==> src/rtl/adder.sv <==
// adder: combinational modulo-2^WIDTH adder shared across the core's
// datapaths. Carry out is intentionally not produced, so the sum wraps.
//
// Ports:
//   inA  - first operand
//   inB  - second operand
//   sum  - (inA + inB) mod 2^WIDTH
module adder #(
    parameter int WIDTH = 32
) (
    input  logic [WIDTH-1:0] inA,
    input  logic [WIDTH-1:0] inB,
    output logic [WIDTH-1:0] sum
);

    assign sum = inA + inB;

endmodule

==> src/rtl/pc_fetch_unit.sv <==
// pc_fetch_unit: instruction-fetch front end of the RV32 core.
// Holds the program counter, issues one instruction-memory request at a
// time, and presents each fetched word with its PC to decode through a
// valid/ready handshake. Sequential PC advance (pc + 4) goes through the
// core's adder. Execute-stage redirects override the sequential PC and
// kill any in-flight or held fetch.
//
// Ports:
//   clk               - single clock, all state updates on the rising edge
//   rst_n             - synchronous, active-low reset
//   redirect_valid    - one-cycle pulse: replace PC with redirect_pc
//   redirect_pc       - redirect target (low two bits forced to zero)
//   imem_req_valid    - fetch request valid
//   imem_req_ready    - memory accepts the request
//   imem_req_addr     - fetch address, always the current PC
//   imem_rsp_valid    - response valid, one per accepted request, in order
//   imem_rsp_data     - instruction word
//   if_valid          - fetched instruction available to decode
//   if_ready          - decode accepts the instruction
//   if_pc             - PC of if_instr
//   if_instr          - fetched instruction
//   fetch_misaligned  - last redirect target had nonzero bits [1:0]
module pc_fetch_unit #(
    parameter logic [31:0] RESET_PC = 32'h0000_0000
) (
    input  logic        clk,
    input  logic        rst_n,
    input  logic        redirect_valid,
    input  logic [31:0] redirect_pc,
    output logic        imem_req_valid,
    input  logic        imem_req_ready,
    output logic [31:0] imem_req_addr,
    input  logic        imem_rsp_valid,
    input  logic [31:0] imem_rsp_data,
    output logic        if_valid,
    input  logic        if_ready,
    output logic [31:0] if_pc,
    output logic [31:0] if_instr,
    output logic        fetch_misaligned
);

    typedef enum logic [2:0] {
        S_IDLE,
        S_REQ,
        S_WAIT,
        S_HOLD,
        S_DROP
    } state_t;

    state_t      state;
    state_t      state_d;
    logic [31:0] pc;
    logic [31:0] pc_d;
    logic [31:0] pc_plus4;
    logic [31:0] redirect_tgt;
    logic        capture;
    logic        misaligned_d;

    adder #(
        .WIDTH(32)
    ) u_pc_adder (
        .inA (pc),
        .inB (32'd4),
        .sum (pc_plus4)
    );

    assign redirect_tgt   = {redirect_pc[31:2], 2'b00};
    assign imem_req_valid = (state == S_REQ);
    assign imem_req_addr  = pc;
    assign if_valid       = (state == S_HOLD);

    always_comb begin
        state_d      = state;
        pc_d         = pc;
        capture      = 1'b0;
        misaligned_d = fetch_misaligned;

        case (state)
            S_IDLE: state_d = S_REQ;
            S_REQ: begin
                if (imem_req_ready) state_d = S_WAIT;
            end
            S_WAIT: begin
                if (imem_rsp_valid) begin
                    capture = 1'b1;
                    state_d = S_HOLD;
                end
            end
            S_HOLD: begin
                if (if_ready) begin
                    pc_d    = pc_plus4;
                    state_d = S_REQ;
                end
            end
            // The owed response of a killed request is swallowed here.
            S_DROP: begin
                if (imem_rsp_valid) state_d = S_REQ;
            end
            default: state_d = S_IDLE;
        endcase

        // A redirect wins over everything above. Whether a response is still
        // owed decides between re-requesting now and dropping one response.
        if (redirect_valid) begin
            pc_d         = redirect_tgt;
            misaligned_d = |redirect_pc[1:0];
            capture      = 1'b0;
            case (state)
                S_REQ: begin
                    if (imem_req_ready) state_d = S_DROP;
                    else                state_d = S_REQ;
                end
                S_WAIT: begin
                    if (imem_rsp_valid) state_d = S_REQ;
                    else                state_d = S_DROP;
                end
                // Still owed one response unless it arrives this very cycle.
                S_DROP: begin
                    if (imem_rsp_valid) state_d = S_REQ;
                    else                state_d = S_DROP;
                end
                default: state_d = S_REQ;
            endcase
        end
    end

    always_ff @(posedge clk) begin
        if (!rst_n) begin
            state            <= S_IDLE;
            pc               <= RESET_PC;
            if_pc            <= RESET_PC;
            if_instr         <= 32'd0;
            fetch_misaligned <= 1'b0;
        end else begin
            state            <= state_d;
            pc               <= pc_d;
            fetch_misaligned <= misaligned_d;
            if (capture) begin
                if_pc    <= pc;
                if_instr <= imem_rsp_data;
            end
        end
    end

endmodule

==> config.mk <==
export PLATFORM = sky130hd
export DESIGN_NAME = pc_fetch_unit
export DESIGN_NICKNAME = d
export VERILOG_FILES = /design/src/rtl/adder.sv /design/src/rtl/pc_fetch_unit.sv
export SDC_FILE = /design/constraint.sdc
export NUM_CORES = 1
export LEC_CHECK = 0
export ABC_CLOCK_PERIOD_IN_PS = 3200
export CAP_MARGIN = 20
export CORE_MARGIN = 3
export CORE_UTILIZATION = 40
export CTS_CLUSTER_SIZE = 24
export DETAILED_ROUTE_END_ITERATION = 6
export MAX_ROUTING_LAYER = met4
export PLACE_DENSITY_LB_ADDON = 0.25
export SYNTH_ARGS = -nofsm -noshare
export SYNTH_HDL_FRONTEND = slang
export SYNTH_SLANG_ARGS = --single-unit
==> constraint.sdc <==
create_clock -name clk -period 3.2 [get_ports clk]
set_input_delay 0.8 -clock clk [delete_from_list [all_inputs] [get_ports clk]]
set_output_delay 0.8 -clock clk [all_outputs]
set_load 0.01 [all_outputs]
==> results.py, run 1 <==
metrics = {
    "placement": {
        "post-dp-hpwl_um": 8840,
        "io_buffers": 164,
        "gp_congestion": 0.777,
        "place_area_um2": 5820,
        "placed_cells": 784,
    },
    "route": {
        "drt_iter0_drc": 233,
        "dr.pass1.iters": 4,
        "routed-via-count": 4192,
        "vias_per_cell": 5.24,
        "wl_um": 12200,
        "drc": 0,
        "wl_per_cell_um": 15.2,
        "ant_nets": 0,
    },
    "yosys": {
        "synth_top_area_share_pct": 47.2,
        "synth_cell_types": 43,
        "synthFlopType": "dfxtp_1",
        "async_reset_ff_share_pct": 0,
        "syn_area_um2": 4080,
        "ys_seq_area_share_pct": 47.2,
        "synth_edf_count": 0,
        "syn_area_per_cell_um2": 7.88,
        "ys_ff_latch": 96,
        "yosys.area.top_type": "dfxtp_1",
        "synthTopCellsByArea": "dfxtp_1 (47%), nand2_1 (13%), a21oi_1 (8.8%), o21ai_0 (4.3%), clkbuf_1 (3.2%)",
        "yosysWarnings": 0,
        "synthTopCellsByCount": "nand2_1 (138), dfxtp_1 (96), a21oi_1 (72)",
        "synthCells": 517,
        "synth.most_common_cell": "nand2_1",
    },
    "finish": {
        "layout-drive-gt1-share_pct": 5.10,
        "n_fill_cell": 899,
        "stdcell_count": 800,
        "fin_nets": 733,
        "final_area_um2": 6030,
        "insertedDiodeCount": 0,
        "area_growth_pct": 48.1,
    },
    "critical_path": {
        "arrival_ns": 1.72,
        "path_max_fanout": 11,
        "endpoint_kind": "output pin",
        "critPathKind": "reg -> out",
        "cp-start-kind": "flip-flop",
        "critPathRequiredTime_ns": 2.40,
    },
    "timing": {
        "rsz0062_at_grt": "no",
        "skew_ns": 0.00680,
        "hold_viol": 0,
        "setup_violations": 0,
        "hold_ws_ns": 0.456,
        "tns_ns": 0,
        "slew_viol_final": 0,
        "period_needed_ns": 2.52,
        "fmax_mhz": 397,
        "post-route-period-util_pct": 78.6,
    },
    "floorplan": {
        "io_pins": 169,
        "rows": 36,
        "start_util_pct": 41.5,
        "fp.dieW_um": 107,
        "dieArea_um2": 11400,
        "die_y_um": 107,
        "core_area_um2": 9820,
    },
    "clocking": {
        "cts_tree": "yes",
        "h-tree-depth": 3,
        "cts_sinks": 96,
        "cts_setup_buffers": 0,
        "cts_resized": 0,
        "cts_root_buf": "clkbuf_8",
        "ctsHoldBuffers": 0,
        "clkLatencyLatePin_ns": 0.36,
        "clkTransAtPathRegs_ns": 0.09,
        "cts_buffers": 9,
        "cts_buffer_depth": 2,
    },
    "grt": {
        "grt_pass1_vias": 3891,
        "grt_start_max_net_pins": 63,
        "overflow": 0,
        "track_usage_pct": 21.8,
        "grt_pass1_wl_um": 19300,
        "antenna_found_initial": 0,
    },
    "hold_path": {
        "holdCritPathClass": "reg -> reg",
    },
    "job": {
        "max_cap_violations": 0,
    },
    "pwr": {
        "total_power_mw": 2.42,
        "leakage_nw": 1.99,
        "powerDensity_nw_per_um2": 401,
        "ir_drop_uv": 259,
    },
    "outcome": {
        "outcome": "complete, no violations",
    },
}
[worst max-delay path, cell delays in order, from the launching register on]
cell and delay (ns):
dfxtp_1 0.54, nor3b_1 0.23, clkdlybuf4s50_1 0.57
[kinds of logic (layout without fill, tap and decap cells)]
kind of cell             count (synthesis)  after routing  share of synthesized area [%]
adder cells (fa/ha/maj)                  1              1                          0.307
multiplexers                             1              1                          0.246
XOR/XNOR                                10             10                           2.15
flip-flops                              96             96                           47.2
AO/OA/AOI/OAI                          137            137                           18.6
other                                    1              4                         0.0920
AND/OR/NAND/NOR                        220            220                           25.9
buffers and inverters                   51            198                           5.53
[layout by cell type (no fill, tap or decap), types with 6 or more instances in the layout]
cell / Yosys / routed
a21oi_1: 72 / 72
a311oi_1: 6 / 6
a31oi_1: 10 / 10
buf_4: 4 / 8
clkbuf_8: 0 / 13
clkdlybuf4s50_1: 0 / 164
dfxtp_1: 96 / 96
inv_1: 6 / 6
nand2_1: 138 / 138
nand3_1: 7 / 7
nand4_1: 11 / 11
nor2_1: 14 / 14
nor4_1: 10 / 10
o21ai_0: 35 / 35
or3_1: 7 / 7
or4_1: 6 / 6
xnor2_1: 7 / 7
[routing by layer]
layer  up-vias  GRT usage [%]  wire length, um
li1       2082              -                -
met1      1956           27.2             5270
met2       134           35.5             6040
met3        20           3.25              607
met4         0           8.77              263
met5         -              -                0
[where the power goes]
group          internal, mW  total [mW]  switching (mW)
sequential             1.23        1.28          0.0548
combinational         0.166       0.278           0.113
clock                 0.446       0.859           0.413
[cell type report]
type	count	area [um^2]	area share, %
clock buffer	14	183	3.03
clock inverter	2	35.0	0.581
multi-input combinational	373	1940	32.2
inverter	7	26.3	0.435
sequential	96	1920	31.8
tap	133	166	2.76
timing repair buffer	175	1760	29.2
[sequential cells by signal, summed over array words and instances, names as in the netlist]
register	count
if_instr	32
if_pc	30
state	3
fetch_misaligned	1
imem_req_addr	30
[metrics by stage]
step | worst slack, ns | utilization [%]
floorplan | 1.05 | -
global placement | 0.329 | 59.2
detailed placement | 0.321 | 59.2
CTS | 0.657 | 61.5
global route | 0.577 | 61.5
finish | 0.684 | 61.5
[worst paths after layout]
path	from	to	slack [ns]	depth (start not counted)
worst min-delay path	if_pc[17]	if_pc[17]	0.46	2
worst min register to register	if_pc[17]	if_pc[17]	0.46	2
worst max register to register	imem_req_addr[2]	imem_req_addr[18]	1.08	5
worst max-delay path	state[0]	imem_req_valid	0.68	2
Note: power is estimated with default switching activity, not from simulation.
==> inputs of run 2 (changes only) <==
--- a/config.mk
+++ b/config.mk
@@ -5,10 +5,10 @@
 export SDC_FILE = /design/constraint.sdc
 export NUM_CORES = 1
 export LEC_CHECK = 0
-export ABC_CLOCK_PERIOD_IN_PS = 3200
+export ABC_CLOCK_PERIOD_IN_PS = 2200
 export CAP_MARGIN = 20
 export CORE_MARGIN = 3
-export CORE_UTILIZATION = 40
+export CORE_UTILIZATION = 39
 export CTS_CLUSTER_SIZE = 24
 export DETAILED_ROUTE_END_ITERATION = 6
 export MAX_ROUTING_LAYER = met4
==> constraint.sdc (replaced) <==
create_clock -name clk -period 2.2 [get_ports clk]
set_input_delay 0.55 -clock clk [delete_from_list [all_inputs] [get_ports clk]]
set_output_delay 0.55 -clock clk [all_outputs]
set_load 0.01 [all_outputs]
==> run 2 against run 1 <==
Net effect: via count rose by 4.0%; non-clock buffer count up 33; sequential share of layout area is 1.2 points lower; combinational power increased by 74%; cell area is 4.1% higher; global-route usage barely moved; setup slack worse by 0.57 ns; final cell count increased by 4.3%; flip-flop and latch count did not move; sequential power is 43% higher; first-iteration DRC count up 38%; critical path type is now reg -> reg; highest routed layer unchanged.
==> results.py, run 2 (synthesis results as in run 1) <==
metrics = {
    "pwr": {
        "ir_drop_uv": 271,
        "leakage_nw": 2.17,
        "powerDensity_nw_per_um2": 557,
    },
    "route": {
        "wl_per_cell_um": 15.1,
        "dr.pass1.iters": 5,
        "wl_um": 12600,
        "routed-via-count": 4361,
        "vias_per_cell": 5.23,
        "drc": 0,
        "drt_iter0_drc": 322,
        "ant_nets": 0,
    },
    "placement": {
        "gp_congestion": 0.852,
        "placed_cells": 817,
        "place_area_um2": 6060,
        "post-dp-hpwl_um": 9460,
        "io_buffers": 164,
    },
    "timing": {
        "period_needed_ns": 2.08,
        "hold_ws_ns": 0.457,
        "hold_viol": 0,
        "rsz0062_at_grt": "no",
        "setup_violations": 0,
        "slew_viol_final": 0,
        "fmax_mhz": 480,
        "post-route-period-util_pct": 94.6,
        "skew_ns": 0.0147,
        "tns_ns": 0,
    },
    "grt": {
        "use_met2_pct": 36.4,
        "grt_start_max_net_pins": 37,
        "track_usage_pct": 21.8,
        "globalRouteMet3Util_pct": 4.42,
        "antenna_found_initial": 0,
        "use_met1_pct": 26.3,
        "overflow": 0,
        "grt_pass1_vias": 4048,
        "grt_pass1_wl_um": 19800,
        "top_usage_layer": "met2",
    },
    "outcome": {
        "outcome": "complete, no violations",
    },
    "critical_path": {
        "critPathRequiredTime_ns": 2.44,
        "critPathKind": "reg -> reg",
        "endpoint_kind": "flip-flop",
        "ff2ff_path_depth": 5,
        "arrival_ns": 2.32,
        "cp-start-kind": "flip-flop",
        "path_max_fanout": 6,
    },
    "clocking": {
        "clkLatencyLatePin_ns": 0.36,
        "cts_buffer_depth": 2,
        "cts_sinks": 96,
        "cts_buffers": 9,
        "cts_root_buf": "clkbuf_8",
        "h-tree-depth": 3,
        "clkTransAtPathRegs_ns": 0.09,
        "cts_tree": "yes",
    },
    "floorplan": {
        "io_pins": 169,
        "die_y_um": 108,
        "dieArea_um2": 11700,
        "start_util_pct": 40.9,
        "fp.dieW_um": 108,
        "core_area_um2": 9950,
        "rows": 36,
    },
    "finish": {
        "largest_register": "if_instr",
        "final_area_um2": 6280,
        "final_cell_mix": "clkdlybuf4s50_1 (161), nand2_1 (138), dfxtp_1 (96)",
        "area_growth_pct": 54.1,
        "layout-drive-gt1-share_pct": 9.84,
        "utilization_pct": 63.1,
        "insertedDiodeCount": 0,
        "n_fill_cell": 864,
        "largest_reg_flops": 32,
        "fin_nets": 767,
        "stdcell_count": 834,
        "layout_commonest_cell": "clkdlybuf4s50_1",
    },
    "job": {
        "max_cap_violations": 0,
    },
    "hold_path": {
        "holdCritPathClass": "reg -> reg",
        "holdPathStages": 2,
    },
}
-- run 2: cell types whose count changed in the layout (fill, tap and decap cells not counted), sizes merged --
cell and delta:
clkbuf -4, or4 +1, dlymetal6s2s +2, inv +1, clkinv +3, clkdlybuf4s50 -3
dlygate4sd2 +1, buf +33
-- run 2: timing repair --
| item | CTS | global route |
|---|---|---|
| pin swaps | 0 | 1 |
| gates resized for setup | 1 | 2 |
| setup buffers | 0 | 0 |
| setup endpoints to repair | 1 | 6 |
| hold buffers | 0 | 0 |
| gates cloned | 0 | 1 |
-- run 2: worst paths after layout --
kind	startpoint	endpoint	slack, ns
worst max-delay path	imem_req_addr[9]	imem_req_addr[25]	0.12
worst min-delay path	if_instr[19]	if_instr[19]	0.46
worst max register to register	imem_req_addr[9]	imem_req_addr[25]	0.12
worst min register to register	if_instr[19]	if_instr[19]	0.46
-- run 2: per-layer routing --
layer	wire [um]	up-vias
li1	-	2151
met1	5410	2045
met2	6140	149
met3	837	16
met4	199	0
met5	0	-
-- run 2: critical path, stage by stage (launching register included) --
cell and delay (ns):
dfxtp_1 0.44, nand4_2 0.23, or4_2 0.79, buf_4 0.19, nor4_1 0.23, nor3_1 0.08
-- run 2: area by class of cell --
class | count | area (um^2) | share of cell area (%)
inverters | 7 | 26.3 | 0.418
clock inverters | 6 | 66.3 | 1.06
repair buffers | 208 | 2010 | 32.1
clock buffers | 10 | 138 | 2.19
flip-flops and latches | 96 | 1920 | 30.6
multi-input cells | 374 | 1950 | 31.0
well taps | 133 | 166 | 2.65
-- run 2: metrics by stage --
| step | power (mW) | setup slack, ns |
|---|---|---|
| after floorplan | 2.04 | 0.262 |
| after global placement | 2.34 | -0.354 |
| after detailed placement | 2.35 | -0.379 |
| after CTS | 3.53 | 0.00349 |
| after global routing | 3.66 | 0.00324 |
| final | 3.50 | 0.118 |
-- run 2: power breakdown --
group | total [mW] | internal, mW | switching (mW)
clock | 1.19 | 0.561 | 0.625
sequential | 1.83 | 1.78 | 0.0440
combinational | 0.485 | 0.275 | 0.210
total | 3.50 | 2.62 | 0.878
==> inputs of run 3 (changes only) <==
--- a/config.mk
+++ b/config.mk
@@ -5,13 +5,13 @@
 export SDC_FILE = /design/constraint.sdc
 export NUM_CORES = 1
 export LEC_CHECK = 0
+export ABC_AREA = 0
 export ABC_CLOCK_PERIOD_IN_PS = 2200
 export CAP_MARGIN = 20
 export CORE_MARGIN = 3
 export CORE_UTILIZATION = 39
 export CTS_CLUSTER_SIZE = 24
 export DETAILED_ROUTE_END_ITERATION = 6
-export MAX_ROUTING_LAYER = met4
 export PLACE_DENSITY_LB_ADDON = 0.25
 export SYNTH_ARGS = -nofsm -noshare
 export SYNTH_HDL_FRONTEND = slang
==> run 3 against run 2 <==
Net effect: total power fell by 0.80%; global-route usage decreased by 0.65 points; register-to-register slack about the same; setup slack improved by 0.0091 ns.
==> results.py, run 3 (synthesis results as in run 1) <==
metrics = {
    "clocking": {
        "cts_sinks": 96,
        "h-tree-depth": 3,
        "clkTransAtPathRegs_ns": 0.09,
        "cts_buffer_depth": 2,
        "cts_root_buf": "clkbuf_8",
        "clkLatencyLatePin_ns": 0.36,
        "ctsHoldBuffers": 0,
        "cts_buffers": 9,
        "cts_tree": "yes",
    },
    "critical_path": {
        "path_max_fanout": 6,
        "max_stage_delay_ns": 0.61,
        "crit_end": "imem_req_addr[23]",
        "endpoint_kind": "flip-flop",
        "r2r_slack_ns": 0.13,
        "ff2ff_path_depth": 5,
        "cp_cell_sequence": "nand4_2 -> or4_4 -> clkbuf_2 -> or4_1 -> a31oi_1",
        "r2r_end": "imem_req_addr[23]",
        "crit-reg2reg-launch": "imem_req_addr[9]",
        "critPathRequiredTime_ns": 2.49,
        "cpMaxStageDelayCell": "or4_4",
        "arrival_ns": 2.37,
        "critPathKind": "reg -> reg",
        "startpoint": "imem_req_addr[9]",
        "cp-start-kind": "flip-flop",
    },
    "job": {
        "max_cap_violations": 0,
    },
    "finish": {
        "layout_commonest_cell": "clkdlybuf4s50_1",
        "stdcell_count": 828,
        "fin_nets": 762,
        "layout-drive-gt1-share_pct": 9.06,
        "n_fill_cell": 859,
        "area_growth_pct": 53.5,
        "insertedDiodeCount": 0,
        "final_cell_mix": "clkdlybuf4s50_1 (161), nand2_1 (138), dfxtp_1 (96)",
        "largest_reg_flops": 32,
        "largest_register": "if_instr",
    },
    "timing": {
        "post-route-period-util_pct": 94.2,
        "slew_viol_final": 0,
        "hold_viol": 0,
        "fin_ws_ns": 0.127,
        "skew_ns": 0.00889,
        "fmax_mhz": 482,
        "setup_violations": 0,
        "period_needed_ns": 2.07,
        "rsz0062_at_grt": "no",
        "hold_ws_ns": 0.458,
    },
    "route": {
        "dr.pass1.iters": 5,
        "wl_um": 12700,
        "drc": 0,
        "vias_per_cell": 5.24,
        "drt_iter0_drc": 294,
        "routed-via-count": 4338,
        "ant_nets": 0,
        "wl_per_cell_um": 15.4,
    },
    "grt": {
        "antenna_found_initial": 0,
        "overflow": 0,
        "track_usage_pct": 21.2,
        "grt_pass1_vias": 4071,
        "grt_start_max_net_pins": 48,
        "grt_pass1_wl_um": 19800,
    },
    "pwr": {
        "leakage_nw": 2.14,
        "switching_share_pct": 25.0,
        "intPower_mw": 2.60,
        "seq_power_share_pct": 52.8,
        "total_power_mw": 3.47,
        "pwr-share-comb_pct": 13.6,
        "powerDensity_nw_per_um2": 555,
        "power.share.clock_pct": 33.5,
        "switching_power_mw": 0.868,
        "ir_drop_uv": 321,
    },
    "floorplan": {
        "rows": 36,
        "io_pins": 169,
        "fp.dieW_um": 108,
        "dieArea_um2": 11700,
        "core_area_um2": 9950,
        "start_util_pct": 40.9,
        "die_y_um": 108,
    },
    "placement": {
        "io_buffers": 164,
        "gp_congestion": 0.806,
        "placed_cells": 810,
        "post-dp-hpwl_um": 9400,
        "pre_cts_slack_ns": -0.384,
    },
    "outcome": {
        "outcome": "complete, no violations",
    },
    "hold_path": {
        "holdCritPathClass": "reg -> reg",
    },
}
[run 3: worst min-delay path by stage]
stage | endpoint | startpoint | slack [ns] | cells after the start
finish | if_instr[15] | if_instr[15] | 0.46 | 2
global route | if_pc[10] | if_pc[10] | 0.48 | 2
CTS | if_pc[31] | if_pc[31] | 0.46 | 2
detailed placement | if_pc[31] | if_pc[31] | 0.45 | 2
global placement | if_instr[17] | if_instr[17] | 0.44 | 2
floorplan | if_instr[0] | if_instr[0] | 0.48 | 2
[run 3: repair_timing]
| action | in CTS | in global routing |
|---|---|---|
| buffers inserted | 0 | 3 |
| pin swaps | 1 | 2 |
| cloned | 0 | 0 |
| hold endpoints to repair | 0 | 0 |
| resized for setup | 1 | 2 |
| endpoints found under the setup margin | 2 | 7 |
[run 3: per-stage QoR]
step                      util [%]  area [um^2]  setup TNS, ns
final                         62.8         6260              0
after global routing          62.8         6260              0
after CTS                     62.5         6220              0
after detailed placement      60.5         6020          -5.11
after global placement        60.5         6020          -4.06
after floorplan                  -         4090              0
[run 3: power groups by stage]
| stage | clock network [mW] | logic [mW] | registers [mW] |
|---|---|---|---|
| 6_report | 1.16 | 0.474 | 1.83 |
| 5_1_grt | 1.25 | 0.514 | 1.84 |
| 4_1_cts | 1.19 | 0.475 | 1.83 |
| 3_5_place_dp | 0 | 0.474 | 1.87 |
| 3_3_place_gp | 0 | 0.466 | 1.87 |
| 2_1_floorplan | 0 | 0.150 | 1.89 |
[run 3: layout make-up]
cell class	count	area (um^2)	area share (%)
clock buffers	10	138	2.20
clock inverters	5	57.6	0.920
inverters	7	26.3	0.420
multi-input cells	373	1940	31.0
flip-flops and latches	96	1920	30.7
well taps	133	166	2.66
repair buffers	204	2010	32.1
[run 3: metal layers]
metal	GRT usage [%]	share of wire, %
met5	0	0
met4	6.94	1.4
met3	4.00	7.3
met2	36.5	50
met1	26.6	42
[run 3: worst max-delay path, delay by kind of cell (launching register included)]
| family | cells | cell delay, ns |
|---|---|---|
| buffers and inverters | 1 | 0.17 |
| AO/OA/AOI/OAI | 1 | 0.16 |
| flip-flops | 1 | 0.46 |
| AND/OR/NAND/NOR | 3 | 1.22 |
